File: config.mk
export PLATFORM = sky130hd
export DESIGN_NAME = instr_mem_loader
export DESIGN_NICKNAME = d
export VERILOG_FILES = /design/src/rtl/instr_mem_loader_pkg.sv /design/src/rtl/instr_mem_loader_word_assembler.sv /design/src/rtl/instr_mem_loader.sv
export SDC_FILE = /design/constraint.sdc
export NUM_CORES = 1
export LEC_CHECK = 0
export CAP_MARGIN = 20
export CORE_MARGIN = 2
export CORE_UTILIZATION = 35
export CTS_CLUSTER_DIAMETER = 50
export DETAILED_ROUTE_END_ITERATION = 12
export GPL_ROUTABILITY_DRIVEN = 0
export GPL_TIMING_DRIVEN = 0
export PLACE_DENSITY = 0.65
export SLEW_MARGIN = 20
export SYNTH_ARGS = -nofsm -noshare
export SYNTH_HDL_FRONTEND = slang
export SYNTH_SLANG_ARGS = --single-unit
File: constraint.sdc
create_clock -name clk -period 3 [get_ports clk]
set_input_delay 0.6 -clock clk [delete_from_list [all_inputs] [get_ports clk]]
set_output_delay 0.6 -clock clk [all_outputs]
set_load 0.1 [all_outputs]
File: src/rtl/instr_mem_loader_pkg.sv
// instr_mem_loader_pkg: shared instruction-memory constants and loader state encoding.
package instr_mem_loader_pkg;
    localparam int INSTR_W     = 16;
    localparam int BYTE_W      = 8;
    localparam int IMEM_ADDR_W = 10;
    localparam int IMEM_DEPTH  = 1024;
    typedef enum logic [3:0] {
        IDLE, LEN_HI, LEN_LO, DATA_HI, DATA_LO, WRITE, CHK, DONE, ERR
    } state_t;
endpackage

File: src/rtl/instr_mem_loader_word_assembler.sv
// instr_mem_loader_word_assembler: latches the HI byte and packs {hi,lo} into an instruction word.
module instr_mem_loader_word_assembler
    import instr_mem_loader_pkg::*;
(
    input  logic               clk,
    input  logic               rst_n,
    input  logic               hi_en,
    input  logic               lo_en,
    input  logic [BYTE_W-1:0]  in_byte,
    output logic [INSTR_W-1:0] word
);
    logic [BYTE_W-1:0] hi;
    always_ff @(posedge clk or negedge rst_n) begin
        if (!rst_n) begin
            hi   <= '0;
            word <= '0;
        end else begin
            if (hi_en) hi <= in_byte;
            if (lo_en) word <= {hi, in_byte};
        end
    end
endmodule

File: src/rtl/instr_mem_loader.sv
// instr_mem_loader: frames a host byte stream into 16-bit words and writes them to instruction memory.
module instr_mem_loader
    import instr_mem_loader_pkg::*;
#(
    parameter int ADDR_W    = IMEM_ADDR_W,
    parameter int MAX_WORDS = IMEM_DEPTH
) (
    input  logic               clk,
    input  logic               rst_n,
    input  logic               start,
    input  logic [BYTE_W-1:0]  in_byte,
    input  logic               in_valid,
    output logic               in_ready,
    output logic               mem_we,
    output logic [15:0]        mem_addr,
    output logic [INSTR_W-1:0] mem_wdata,
    output logic               busy,
    output logic               cpu_stall,
    output logic               done,
    output logic               error
);
    state_t state, nxt;
    logic xfer;
    logic [15:0] n, index, len;
    logic [BYTE_W-1:0] len_hi, chk;
    logic [ADDR_W-1:0] addr;

    assign in_ready  = state inside {LEN_HI, LEN_LO, DATA_HI, DATA_LO, CHK};
    assign xfer      = in_valid && in_ready;
    assign len       = {len_hi, in_byte};
    assign mem_we    = state == WRITE;
    assign mem_addr  = 16'(addr);
    assign busy      = state != IDLE;
    assign cpu_stall = busy;
    assign done      = state == DONE;
    assign error     = state == ERR;

    always_comb begin
        nxt = state;
        case (state)
            IDLE:    nxt = start ? LEN_HI : IDLE;
            LEN_HI:  nxt = xfer ? LEN_LO : LEN_HI;
            LEN_LO:  nxt = !xfer ? LEN_LO : len > 16'(MAX_WORDS) ? ERR : len == '0 ? CHK : DATA_HI;
            DATA_HI: nxt = xfer ? DATA_LO : DATA_HI;
            DATA_LO: nxt = xfer ? WRITE : DATA_LO;
            WRITE:   nxt = index + 16'd1 == n ? CHK : DATA_HI;
            CHK:     nxt = !xfer ? CHK : in_byte == chk ? DONE : ERR;
            default: nxt = IDLE;
        endcase
    end

    // The address is captured with the LO byte so it stays stable through and after WRITE.
    always_ff @(posedge clk or negedge rst_n) begin
        if (!rst_n) begin
            state  <= IDLE;
            n      <= '0;
            index  <= '0;
            len_hi <= '0;
            chk    <= '0;
            addr   <= '0;
        end else begin
            state <= nxt;
            if (state == IDLE && start) begin
                index <= '0;
                chk   <= '0;
            end
            if (xfer && state != CHK) chk <= chk ^ in_byte;
            if (xfer && state == LEN_HI) len_hi <= in_byte;
            if (xfer && state == LEN_LO) n <= len;
            if (xfer && state == DATA_LO) addr <= index[ADDR_W-1:0];
            if (state == WRITE) index <= index + 16'd1;
        end
    end

    instr_mem_loader_word_assembler u_asm (
        .clk     (clk),
        .rst_n   (rst_n),
        .hi_en   (xfer && state == DATA_HI),
        .lo_en   (xfer && state == DATA_LO),
        .in_byte (in_byte),
        .word    (mem_wdata)
    );
endmodule

# Yosys cells after proc, flatten, opt, wreduce, memory -nomap -nowiden
# Index checks and enable logic that the tools add are counted.
# word_totals
out_inout_bits	38
regBits	86
inputBits	12
# classes
muxes	15
n_addsub	1
n_reduce_logical	13
bitwise_logic	1
n_eq_ne	11
magnitude_cmp	1
# op_table
operator	count
$mux W16	2
$pmux W4 S7	1
$add A16 B1 Y16 const B	1
$eq A16 B16 Y1	1
$eq A4 B3 Y1 const B	4
$gt A16 B11 Y1 const B	1
$logic_not A16 Y1	1
$mux W4	4
$mux W8	2
$mux W3	3
$eq A4 B2 Y1 const B	2
$eq A8 B8 Y1	1
$xor A8 B8 Y8	1
$logic_and A1 B1 Y1	7
$reduce_bool A5 Y1	1
$eq A4 B1 Y1 const B	1
$eq A4 B4 Y1 const B	1
$logic_not A4 Y1	1
$ne A4 B3 Y1 const B	1
$reduce_bool A2 Y1	2
$reduce_bool A4 Y1	1
$mux W1	2
$mux W2	1

# Logic depth before layout (Yosys ltp)
# logic_depth
depth_word	5
ltp_mapped	9
depth_no_buf	8

# Cells and area by module
# A second synthesis with hierarchy kept.
# hier_totals
hier_cells	433
area_unflattened_um2	4458.0
# modules_own_cells
module	cells_per_inst	area_each_um2	instances	seq_area_each_um2
instr_mem_loader	382	3513.4	1	1551.5
instr_mem_loader_word_assembler	51	944.7	1	600.6

# Worst setup path after synthesis
# No wires, ideal clock.
# synth_path
path_kind	register to register
start	register state[1]
end	register state[2]
setup_slack_ps	-620
n_path_buf	1
synth_period_minus_slack_ps	3620
arrival_time_ps	3496
required_ps	2876
path_stages_with_launch	6
path_cell_list	dfrtp_1 -> clkbuf_1 -> nor3_1 -> a211oi_1 -> a31oi_1 -> a211o_1
# synth_via
elab_chain_len	5
# synth_lines
item	line_no	rtl
start: declaration	instr_mem_loader.sv:22	state_t state, nxt;
start signal: assignment	instr_mem_loader.sv:62	state <= nxt;
$eq A4 B1 Y1, or another cell as far along	instr_mem_loader.sv:28	assign in_ready = state inside {LEN_HI, LEN_LO, DATA_HI, DATA_LO, CHK};
$reduce_bool A5 Y1 (*)	instr_mem_loader.sv:28	
via in_ready	instr_mem_loader.sv:13	output logic in_ready,
$logic_and A1 B1 Y1 (*)	instr_mem_loader.sv:29	assign xfer = in_valid && in_ready;
$mux W4, or another cell as far along	instr_mem_loader.sv:47	CHK: nxt = !xfer ? CHK : in_byte == chk ? DONE : ERR;
$pmux W4 S7 (*)	instr_mem_loader.sv:40	case (state)
via nxt[2]	instr_mem_loader.sv:22	
# Mark *: on every way through the listed nets, which the timed path passes. The rest lies on a longest branch.
# A chain may end at the register's enable or synchronous reset.

# Final worst setup path
# layout_path
start	register state[1]
end	output port error
# layout_via
elab_chain_len	1
# layout_lines
item	line_no	rtl
$eq A4 B4 Y1	instr_mem_loader.sv:36	assign error = state == ERR;
end: declaration	instr_mem_loader.sv:20	output logic error
# Every way passes these cells.

==> reports/metrics.cfg <==
[status]
status=finished clean

[clock_network]
tritoncts=built
numCtsBuffers=9
cts.sinks=86
ctsHoldBuffers=0
htreeDepth=3
cts_setup_buffers=0
clock_path_buffers=2
cts.clk_slew.worst_paths_ns=0.07
clk_latency_ns=0.34
cts-root-buf=clkbuf_16

[synthesis]
yosysTopAreaCell=dfrtp_1
syn_area_um2=4490
synth_top_area_share=0.480
yosys_warnings=0
yosysUniqueCellTypes=54
avgSynthCellArea_um2=10.6
synth_edf_count=0
ys_async_sr_fraction=1.00
ys_ff_latch=86
synth_area_leaders=dfrtp_1, mux2_2, o21ai_0
synthCells=424
ys.flop_type=dfrtp_1
yosysSeqAreaShare=0.480

[sta]
period_share=0.965
min_period_ns=2.90
max_freq_mhz=345
fin_worst_skew_ns=0.00694
finalSetupViolCount=0
layout_setup_ws_ns=0.104
maxSlewHeadroom=0.327
tightest_slew_ns=1.01
hold_violations=0
drv_slew=0

[critical_path]
path_class=reg2out
worstPathRequired_ns=2.40
slowest_delay_ns=0.85
end_kind=output pin
arrival_ns=2.30
path_buf_inv=2
worstPathCellList=clkbuf_1 > nor3_1 > and2_1 > dlygate4sd2_1
path_delay_family=buffers and inverters
critPathMaxFanout=9
worstSetupStartpointType=register
critPathSlowestCell=dlygate4sd2_1

[global_routing]
grt_use_met1=0.218
grt_usage=0.163
overflow=0
grt_max_degree=58
met3_usage=0.0288
met2_usage=0.257
grt_pass1_wl_mm=17.2
grt_busiest_layer=met2
grt_pass1_vias=3323
antenna_found_initial=0

[cells_and_area]
n_antenna_cell=0
nets=489
syn2layout_area_growth_pct=20.6
final_common_cell=dfrtp_1
seqCellArea_um2=2150
final_cells=653
mostFrequentLayoutCells=dfrtp_1, mux2_2, o21ai_0, clkdlybuf4s50_1, nor2_1
final_layout_size_suffix_gt1_frac=0.254
fillerInstances=1219
multi_input_area_um2=2120

[floorplan]
initial_core_util=0.357
std_cell_rows=41
dieHeight_um=117
die_area_um2=13700
fp.coreArea_um2=12600
io_pins=50
die_w_um=117

[power_and_ir_drop]
power_density_nw_per_um2=1080
ir_drop_v=0.000956
seqPwrFrac=0.319
switching_share=0.475
finalPower_w=0.00584
p_comb_frac=0.487
p_clk_frac=0.194
p_leak_nw=2.36
p_int_w=0.00306
p_switching_w=0.00277

[placement]
dp_slack_ns=-0.748
io_buffers=35
dp_hpwl_mm=7.34
dp_cells=637

[drt]
num_vias=3389
firstDrtPassIters=6
drtAntennaViolNets=0
drc=0
routedWlPerCell_um=16.0
drt_wl_total_mm=10.4
drtIter0Drc=196
vias_per_cell=5.19

[worst_hold_path]
hold_class=in2async

[flow_run]
drv_cap=0

## logic make-up (layout without fill, tap and decap cells)
logic type | count (synthesis) | after routing | share of synthesized area
AOI/OAI and AO/OA | 89 | 89 | 0.113
xor gates and xnor gates | 31 | 31 | 0.0605
adders and majority gates | 1 | 1 | 0.00279
buffers and inverters | 46 | 98 | 0.0563
DFF | 86 | 86 | 0.480
muxes | 58 | 58 | 0.146
other | 1 | 6 | 0.000836
and+or+nand+nor | 112 | 112 | 0.141
## worst paths after layout
| kind | from | endpoint | slack, ns | cells past startpoint |
|---|---|---|---|---|
| worst max-delay path | state[1] | error | 0.10 | 4 |
| worst max register to register | index[0] | state[0] | 0.51 | 9 |
| worst min-delay path | rst_n | chk[5] | 0.19 | 1 |
| max in group asynchronous | rst_n | index[2] | 2.20 | 2 |
| min in group clk | u_asm.hi[2] | u_asm.hi[2] | 0.51 | 1 |
| worst min register to register | u_asm.hi[2] | u_asm.hi[2] | 0.51 | 1 |
## power groups by stage
| stage | logic, W | registers, W | clock network (W) |
|---|---|---|---|
| floorplan | 0.00144 | 0.00261 | 0 |
| global placement | 0.00280 | 0.00186 | 0 |
| detailed placement | 0.00285 | 0.00188 | 0 |
| CTS | 0.00284 | 0.00186 | 0.00116 |
| global route | 0.00302 | 0.00193 | 0.00120 |
| finish | 0.00284 | 0.00186 | 0.00113 |
## registers in the layout (all words and copies together) (netlist names)
name / cells
state: 4
addr: 10
n: 16
len_hi: 8
chk: 8
u_asm.word: 16
index: 16
u_asm.hi: 8
## layer usage
metal / wire, µm / part of all wire
met3: 495 / 0.047
met5: 0 / 0
met4: 223 / 0.021
met2: 4940 / 0.47
met1: 4790 / 0.46
## final cells by class
class / instances / share of cell area
multi-input cells: 297 / 0.392
plain buffers: 39 / 0.0418
clock buffers: 9 / 0.0416
clock inverters: 7 / 0.0150
flip-flops and latches: 86 / 0.398
inverters: 7 / 0.00485
repair buffers: 36 / 0.0677
well taps: 172 / 0.0398
## synth_stat cells (all sizes together) (4+ instances only)
cell type and n:
nor2b 4, nand3 13, buf 28, nor2 27, xnor2 12, mux2 58, o21ai 46, clkbuf 11
nand4 5, xor2 19, nand2b 11, dfrtp 86, nand2 20, nor4 5, a31oi 6, a21oi 20
nor3 7, inv 7, and3 6
## metrics by stage
step / TNS, ns / utilization / hold WS [ns] / area [µm²]
after floorplan: 0 / - / 0.304 / 4510
after global placement: -146.69 / 0.404 / 0.486 / 5080
after detailed placement: -0.748 / 0.406 / 0.492 / 5100
after CTS: 0 / 0.430 / 0.208 / 5410
after global routing: -0.0143 / 0.431 / 0.226 / 5410
final: 0 / 0.431 / 0.193 / 5410
## what timing repair did
action	CTS	global route
resized for setup	14	4
endpoints found under the setup margin	6	1
cloned	0	0
## worst register-to-register path, cell delays in order, from the launching register on
cell and delay (ns):
dfrtp_1 0.47, ha_1 0.34, and4_4 0.30, nor2b_4 0.15, buf_6 0.14, a21oi_1 0.05, a21oi_1 0.17, o21ai_0 0.17
nor4_2 0.45, o21ai_0 0.12
Power figures use the tool's default switching activity.
